==> src/rtl/serial_add_ctrl_if.sv <==
// ---------------------------------------------------------------------------
// serial_add_ctrl_if
// Command/result bundle between a requester and the bit-serial adder
// controller.
//   start     requester -> controller  operation request
//   a, b      requester -> controller  operands, sampled on accepted start
//   carry_in  requester -> controller  initial carry, sampled on accepted start
//   busy      controller -> requester  high while bits are being processed
//   done      controller -> requester  one-cycle completion pulse
//   sum       controller -> requester  last completed WIDTH-bit sum
//   carry_out controller -> requester  carry out of the MSB of last add
//   overflow  controller -> requester  signed overflow of last add
// ---------------------------------------------------------------------------
interface serial_add_ctrl_if #(
    parameter int WIDTH = 8
);
    logic             start;
    logic [WIDTH-1:0] a;
    logic [WIDTH-1:0] b;
    logic             carry_in;
    logic             busy;
    logic             done;
    logic [WIDTH-1:0] sum;
    logic             carry_out;
    logic             overflow;

    modport master (
        output start, a, b, carry_in,
        input  busy, done, sum, carry_out, overflow
    );

    modport slave (
        input  start, a, b, carry_in,
        output busy, done, sum, carry_out, overflow
    );
endinterface

==> src/rtl/serial_add_ctrl.sv <==
// ---------------------------------------------------------------------------
// serial_add_ctrl
// Bit-serial adder controller. One 1-bit full-adder slice is reused once per
// clock, LSB first, to add two WIDTH-bit operands plus a carry-in. Results
// (sum, carry_out, signed overflow) are registered and only change on the
// edge that completes an operation.
//   clk   in  system clock, all state on rising edge
//   rst   in  synchronous active-high reset
//   bus   slave side of serial_add_ctrl_if (start/a/b/carry_in in,
//         busy/done/sum/carry_out/overflow out)
// ---------------------------------------------------------------------------
module serial_add_ctrl #(
    parameter int WIDTH = 8
) (
    input  logic                 clk,
    input  logic                 rst,
    serial_add_ctrl_if.slave     bus
);
    localparam int CW = $clog2(WIDTH);
    localparam logic [CW-1:0] CNT_LAST = CW'(WIDTH - 1);
    localparam logic [CW-1:0] CNT_ONE  = CW'(1);

    typedef enum logic [1:0] {
        ST_IDLE = 2'd0,
        ST_RUN  = 2'd1,
        ST_DONE = 2'd2
    } state_t;

    // Full-adder slice helpers.
    function automatic logic fa_sum(input logic x, input logic y, input logic ci);
        return x ^ y ^ ci;
    endfunction

    function automatic logic fa_carry(input logic x, input logic y, input logic ci);
        return (x & y) | (x & ci) | (y & ci);
    endfunction

    state_t           state_r;
    state_t           state_next_s;
    logic [WIDTH-1:0] opa_r;
    logic [WIDTH-1:0] opb_r;
    logic [WIDTH-1:0] acc_r;
    logic             carry_r;
    logic [CW-1:0]    cnt_r;
    logic             busy_r;
    logic             done_r;
    logic [WIDTH-1:0] sum_r;
    logic             carry_out_r;
    logic             overflow_r;

    logic             slice_sum_s;
    logic             slice_cout_s;
    logic [WIDTH-1:0] acc_next_s;
    logic             last_bit_s;
    logic             accept_s;

    // Adder slice, shifted accumulator and control decodes.
    always_comb begin
        slice_sum_s  = fa_sum(opa_r[0], opb_r[0], carry_r);
        slice_cout_s = fa_carry(opa_r[0], opb_r[0], carry_r);
        acc_next_s   = {slice_sum_s, acc_r[WIDTH-1:1]};
        last_bit_s   = (cnt_r == CNT_LAST);
        // start is only honoured outside RUN; a request during RUN is dropped.
        accept_s     = bus.start && (state_r != ST_RUN);
    end

    // Next-state logic.
    always_comb begin
        state_next_s = state_r;
        case (state_r)
            ST_IDLE: begin
                if (bus.start) begin
                    state_next_s = ST_RUN;
                end else begin
                    state_next_s = ST_IDLE;
                end
            end
            ST_RUN: begin
                if (last_bit_s) begin
                    state_next_s = ST_DONE;
                end else begin
                    state_next_s = ST_RUN;
                end
            end
            ST_DONE: begin
                if (bus.start) begin
                    state_next_s = ST_RUN;
                end else begin
                    state_next_s = ST_IDLE;
                end
            end
            default: begin
                state_next_s = ST_IDLE;
            end
        endcase
    end

    // State, datapath and registered result/status outputs.
    always_ff @(posedge clk) begin
        if (rst) begin
            state_r     <= ST_IDLE;
            opa_r       <= {WIDTH{1'b0}};
            opb_r       <= {WIDTH{1'b0}};
            acc_r       <= {WIDTH{1'b0}};
            carry_r     <= 1'b0;
            cnt_r       <= {CW{1'b0}};
            busy_r      <= 1'b0;
            done_r      <= 1'b0;
            sum_r       <= {WIDTH{1'b0}};
            carry_out_r <= 1'b0;
            overflow_r  <= 1'b0;
        end else begin
            state_r <= state_next_s;
            // Status flags are decoded from the next state so they line up
            // with the state they describe.
            busy_r  <= (state_next_s == ST_RUN);
            done_r  <= (state_next_s == ST_DONE);
            if (accept_s) begin
                opa_r   <= bus.a;
                opb_r   <= bus.b;
                carry_r <= bus.carry_in;
                acc_r   <= {WIDTH{1'b0}};
                cnt_r   <= {CW{1'b0}};
            end else if (state_r == ST_RUN) begin
                opa_r   <= {1'b0, opa_r[WIDTH-1:1]};
                opb_r   <= {1'b0, opb_r[WIDTH-1:1]};
                carry_r <= slice_cout_s;
                acc_r   <= acc_next_s;
                if (last_bit_s) begin
                    // carry_r here is the carry into the MSB, so comparing it
                    // with the MSB carry-out gives signed overflow.
                    sum_r       <= acc_next_s;
                    carry_out_r <= slice_cout_s;
                    overflow_r  <= carry_r ^ slice_cout_s;
                end else begin
                    cnt_r <= cnt_r + CNT_ONE;
                end
            end
        end
    end

    assign bus.busy      = busy_r;
    assign bus.done      = done_r;
    assign bus.sum       = sum_r;
    assign bus.carry_out = carry_out_r;
    assign bus.overflow  = overflow_r;

    serial_add_ctrl_chk #(.WIDTH(WIDTH)) u_chk (
        .clk      (clk),
        .rst      (rst),
        .start    (bus.start),
        .accept   (accept_s),
        .a        (bus.a),
        .b        (bus.b),
        .carry_in (bus.carry_in)
    );
endmodule

// ---------------------------------------------------------------------------
// serial_add_ctrl_chk
// Simulation-only X checks on the request inputs of serial_add_ctrl.
//   start must always be 0/1; a, b and carry_in must be 0/1 on every accepted
//   start.
// ---------------------------------------------------------------------------
module serial_add_ctrl_chk #(
    parameter int WIDTH = 8
) (
    input logic             clk,
    input logic             rst,
    input logic             start,
    input logic             accept,
    input logic [WIDTH-1:0] a,
    input logic [WIDTH-1:0] b,
    input logic             carry_in
);
    a_start_known: assert property (@(posedge clk) disable iff (rst)
        !$isunknown(start))
        else $error("serial_add_ctrl: start is X/Z");

    a_operands_known: assert property (@(posedge clk) disable iff (rst)
        accept |-> !$isunknown({a, b, carry_in}))
        else $error("serial_add_ctrl: operand X/Z on accepted start");
endmodule
==> src/flat_wrapper.sv <==
// flat-port wrapper written by rule: the top's interface ports become plain ports
module serial_add_ctrl_flat 
#(
    parameter int WIDTH = 8
)
  (clk, rst, bus_start, bus_a, bus_b, bus_carry_in, bus_busy, bus_done, bus_sum, bus_carry_out, bus_overflow);
  serial_add_ctrl_if #(.WIDTH(WIDTH)) bus_i ();
  input  logic clk;
  input  logic rst;
  input wire logic [$bits(bus_i.start)-1:0] bus_start;
  input wire logic [$bits(bus_i.a)-1:0] bus_a;
  input wire logic [$bits(bus_i.b)-1:0] bus_b;
  input wire logic [$bits(bus_i.carry_in)-1:0] bus_carry_in;
  output wire logic [$bits(bus_i.busy)-1:0] bus_busy;
  output wire logic [$bits(bus_i.done)-1:0] bus_done;
  output wire logic [$bits(bus_i.sum)-1:0] bus_sum;
  output wire logic [$bits(bus_i.carry_out)-1:0] bus_carry_out;
  output wire logic [$bits(bus_i.overflow)-1:0] bus_overflow;
  assign bus_i.start = bus_start;
  assign bus_i.a = bus_a;
  assign bus_i.b = bus_b;
  assign bus_i.carry_in = bus_carry_in;
  assign bus_busy = bus_i.busy;
  assign bus_done = bus_i.done;
  assign bus_sum = bus_i.sum;
  assign bus_carry_out = bus_i.carry_out;
  assign bus_overflow = bus_i.overflow;
  serial_add_ctrl #(.WIDTH(WIDTH)) u_core (.clk(clk), .rst(rst), .bus(bus_i));
endmodule
==> config.mk <==
export PLATFORM = sky130hd
export DESIGN_NAME = serial_add_ctrl_flat
export DESIGN_NICKNAME = d
export VERILOG_FILES = /design/src/rtl/serial_add_ctrl_if.sv /design/src/rtl/serial_add_ctrl.sv /design/src/flat_wrapper.sv
export SDC_FILE = /design/constraint.sdc
export NUM_CORES = 1
export LEC_CHECK = 0
export ABC_AREA = 0
export BUFFER_PORTS_ARGS = -buffer_cell sky130_fd_sc_hd__buf_4
export CAP_MARGIN = 20
export CORE_MARGIN = 2
export CORE_UTILIZATION = 45
export CTS_CLUSTER_SIZE = 24
export DETAILED_ROUTE_END_ITERATION = 6
export PLACE_DENSITY = 0.67
export SLEW_MARGIN = 10
export SYNTH_ARGS = -nofsm -noshare
export SYNTH_HDL_FRONTEND = slang
export SYNTH_HIERARCHICAL = 1
export SYNTH_SLANG_ARGS = --single-unit
==> constraint.sdc <==
create_clock -name clk -period 1.9 [get_ports clk]
set_input_delay 0.285 -clock clk [delete_from_list [all_inputs] [get_ports clk]]
set_output_delay 0.285 -clock clk [all_outputs]
set_load 0.03 [all_outputs]
* Yosys cells after proc, flatten, opt, wreduce, memory -nomap -nowiden
Index checks and enable logic that the tools add are counted.
** Cells by class
- Add/subtract/negate cells :: 1
- Equal/unequal tests :: 6
- Mux-type cells :: 9
- Bitwise operators :: 10
- Reductions and logical operators :: 7
** Operator list (number)
- $mux 8 :: 4
- $eq 2x1->1 const B :: 2
- $eq 2x2->1 const B :: 2
- $pmux 2 s2 :: 1
- $reduce_or 2->1 :: 2
- $add 3x1->3 const B :: 1
- $and 1x1->1 :: 3
- $eq 3x3->1 const B :: 1
- $mux 1 :: 3
- $reduce_and 3->1 :: 1
- $xor 1x1->1 :: 3
- $logic_not 2->1 :: 1
- $mux 2 :: 1
- $ne 2x1->1 const B :: 1
- $not 1->1 :: 2
- $or 1x1->1 :: 2
- $reduce_and 2->1 :: 1
- $reduce_bool 2->1 :: 1
- $logic_and 1x1->1 :: 1
** Word-level totals
- Register bits :: 42
- Input port bits :: 20

* Logic depth before layout (Yosys ltp)
- Depth in word-level cells :: 5
- Mapped depth :: 6

* Worst setup path after synthesis
No wires, ideal clock.
- Kind :: register to register
- From :: reg u_core.cnt_r[0]
- To :: reg u_core.sum_r[0], in the netlist u_core/bus.sum[0]
- Library setup time :: 0.142 ns
- Arrival time :: 1.171 ns
- Slack :: 0.586 ns
- Stages on the path, launching flop included :: 7
- Buffers on the path :: 1
- Clock period less this slack :: 1.314 ns
- Cells stage by stage :: dfxtp_1 -> ha_1 -> ha_1 -> and3b_2 -> buf_6 -> nand2_1 -> a21oi_1
** On the way
- Longest elaborated chain between the ends :: 2
** RTL lines
- from (decl) :: line serial_add_ctrl.sv:44 : logic [CW-1:0] cnt_r;
- from (signal assigned) :: line serial_add_ctrl.sv:106 : cnt_r <= {CW{1'b0}};
- from (signal assigned) :: line serial_add_ctrl.sv:123 : cnt_r <= {CW{1'b0}};
- from (signal assigned) :: line serial_add_ctrl.sv:136 : cnt_r <= cnt_r + CNT_ONE;
- $eq 3x3->1 :: line serial_add_ctrl.sv:62 : last_bit_s = (cnt_r == CNT_LAST);
- $reduce_and 3->1 (no source line)
- to (signal assigned) :: line serial_add_ctrl.sv:109 : sum_r <= {WIDTH{1'b0}};
- to (signal assigned) :: line serial_add_ctrl.sv:132 : sum_r <= acc_next_s;
- to (decl) :: line serial_add_ctrl.sv:47 : logic [WIDTH-1:0] sum_r;
No other way between the ends.
A chain may end at the register's enable or synchronous reset.

* Worst setup path after layout
- From :: reg u_core.cnt_r[0]
- To :: reg u_core.sum_r[4], in the netlist u_core/bus.sum[4]
Same word-level chain as after synthesis.

==> results by group <==
Status
  – Status: completed

Power
  – PD cells: 825 nW/µm²
  – Worst VDD drop: slightly below 600 µV
  – Tot Pwr: roughly 1700 µW
  – Pleak: approximately 0.00083 µW

Synthesis
  – Library cells used by synthesis: 24
  – Flops & latches, synth: 41
  – Syn Nets: 200
  – YS warnings: 6
  – Synth Instances: approximately 180
  – Netlist Area Pre-Place: roughly 1800 µm²
  – Syn avg cell area: ~10 µm²
  – Post-synthesis sequential area ratio: 0.464

Route
  – Iter 0 DRT Violations: 29
  – DR WL/cell: ~13 µm
  – DR vias: about 1.3k
  – DRC viols: 0
  – Post-DRT Antenna Nets: 0
  – Routed WL: between 3000 and 4000 µm
  – Vias/cell: 5.14
  – 1st-pass router iterations: 4

Global route
  – Total track usage: 0.168
  – Grt total ovfl: 0
  – Initial antenna violation count: 0
  – Vias in the first global route: about 1.3k
  – First-pass GRT wire length: roughly 5500 µm
  – Pin count of the biggest net entering global routing: 21

STA
  – Fmax: about 690 MHz
  – Clock skew: around 0.0064 ns
  – Final hold vios: 0
  – Setup TNS: 0 ns
  – Final Slew Violations: 0
  – Worst-Margin Slew: approximately 0.65 ns
  – Final Cycle Share: 0.765
  – Final setup fails: 0
  – Min Clock Period, post-route: about 1.5 ns
  – WHS: roughly 0.28 ns
  – Max transition margin: 0.565
  – Unrepaired setup endpoints after global routing: false

CTS
  – Resized cells post-CTS: 0
  – Hold buffers post-CTS: 0
  – Clock latency on the worst-skew pair: about 0.29 ns
  – Root Buffer: clkbuf_8
  – Clk sinks: 41
  – Post-CTS setup buffers: 0
  – Worst-path clk slew: roughly 0.080 ns
  – CTS max path bufs: 2
  – TritonCTS clock tree: yes
  – Cts bufs inserted: 5
  – Htree depth: 2

Final layout
  – Layout area overhead: 15.7%
  – Post-layout net count: between 200 and 250
  – Util after Layout: 0.551
  – Design area: 2050 µm²
  – Layout cells sized above 1: 0.301
  – Inserted Diodes: 0

Worst setup path
  – Crit path arrival time: between 1.5 and 2 ns
  – CP Max Fanout: 11
  – WP data required: around 2.1 ns
  – Kind of critical path: register to register
  – R2r setup slk: approximately 0.45 ns
  – CP startpoint kind: register
  – Worst setup EP type: register

Place
  – Hpwl dp: 2320 µm
  – Final weighted congestion in routability-driven placement: 0.817
  – IO buf count: 31
  – Placed cell areas: just under 2000 µm²

Floorplanning
  – Core ar.: about 3700 µm²
  – Core Rows: 22
  – Die ar.: approximately 4400 µm²
  – Height of the chip: roughly 67 µm
  – Initial Util: 0.476
  – Die Wd: 66.7 µm
  – Ports: 32

Hold path
  – Hold crit path type: primary input to register

Job
  – Max-cap violation count: 0
critical path: stages, from the launching register on:
cell	delay [ns]
dfxtp_1	0.36
ha_1	0.16
ha_1	0.25
nand3b_1	0.32
nand2_1	0.16
a21oi_1	0.08
final cells by class:
type                            instances  area (µm²)
Clock buffer                            5        68.8
Sequential cell                        41         821
Timing Repair Buffer                   34         255
Clock inverter                          3        17.5
Multi-Input combinational cell        122         821
Tap cell                               48        60.1
Inverter                                1        3.75
Fill cell                             345        1670
layout by cell type (no fill, tap or decap), drive strengths merged:
cell,synthesis,routed
nor3b,1,1
dfxtp,41,41
nand2b,1,1
xnor2,2,2
buf,10,34
inv,1,1
o21ai,2,2
nor2,21,21
nand2,34,34
clkbuf,3,5
a21o,1,1
fa,1,1
clkinvlp,0,1
and3b,1,1
nor2b,1,1
mux2i,17,17
clkinv,0,2
nand3b,1,1
ha,2,2
a21oi,19,19
nor3,2,2
a211oi,16,16
routing by layer:
layer | share of wire | up-vias | GRT usage
li1 | - | 654 | -
met1 | 0.42 | 626 | 0.183
met2 | 0.53 | 21 | 0.300
met3 | 0.039 | 4 | 0.0422
met4 | 0.014 | 0 | 0.0842
met5 | 0 | - | 0
state kept, by name, summed over array words and instances (netlist names), 2 cells and up:
| name | flops |
|---|---|
| u_core/acc_r | 7 |
| u_core/cnt_r | 3 |
| u_core/state_r | 2 |
| u_core/bus.sum | 8 |
| u_core/opa_r | 8 |
| u_core/opb_r | 8 |
where the power goes:
group	internal, µW	switching [µW]
combinational	101	114
clock	253	297
sequential	899	25.6
stage by stage:
stage	worst slack, ns	cells
final	0.447	254
after global routing	0.281	254
after CTS	0.430	254
after detailed placement	0.449	246
after global placement	0.540	246
after floorplan	0.586	177
synth_stat cells (all sizes together):
library cell	instances	area, µm²
a21oi	19	95.1
nand2	34	128
nor2	21	81.3
a21o	1	7.51
and3b	1	10.0
nand2b	1	13.8
o21ai	2	10.0
dfxtp	41	821
ha	2	25.0
buf	10	103
mux2i	17	170
nor3b	1	18.8
nand3b	1	7.51
nor3	2	10.0
a211oi	16	200
clkbuf	3	21.3
fa	1	20.0
xnor2	2	17.5
nor2b	1	6.26
inv	1	3.75
cells by family (layout without fill, tap and decap cells):
kind of cell    count (synthesis)  after routing  share of synthesized area
flops                          41             41                      0.464
xor+xnor                        2              2                    0.00990
compound gates                 38             38                      0.177
buf+inv                        14             43                     0.0721
simple gates                   62             62                      0.156
mux                            17             17                     0.0962
fa+ha+maj                       3              3                     0.0255
final timing paths:
| check | startpoint | cells past startpoint | to |
|---|---|---|---|
| setup / recovery | u_core/cnt_r[0] | 5 | u_core/bus.sum[4] |
| hold reg to reg | u_core/bus.sum[3] | 2 | u_core/bus.sum[3] |
| setup reg to reg | u_core/cnt_r[0] | 5 | u_core/bus.sum[4] |
| hold / removal | bus_a[7] | 3 | u_core/opa_r[7] |
(Power assumes the default switching activity.)
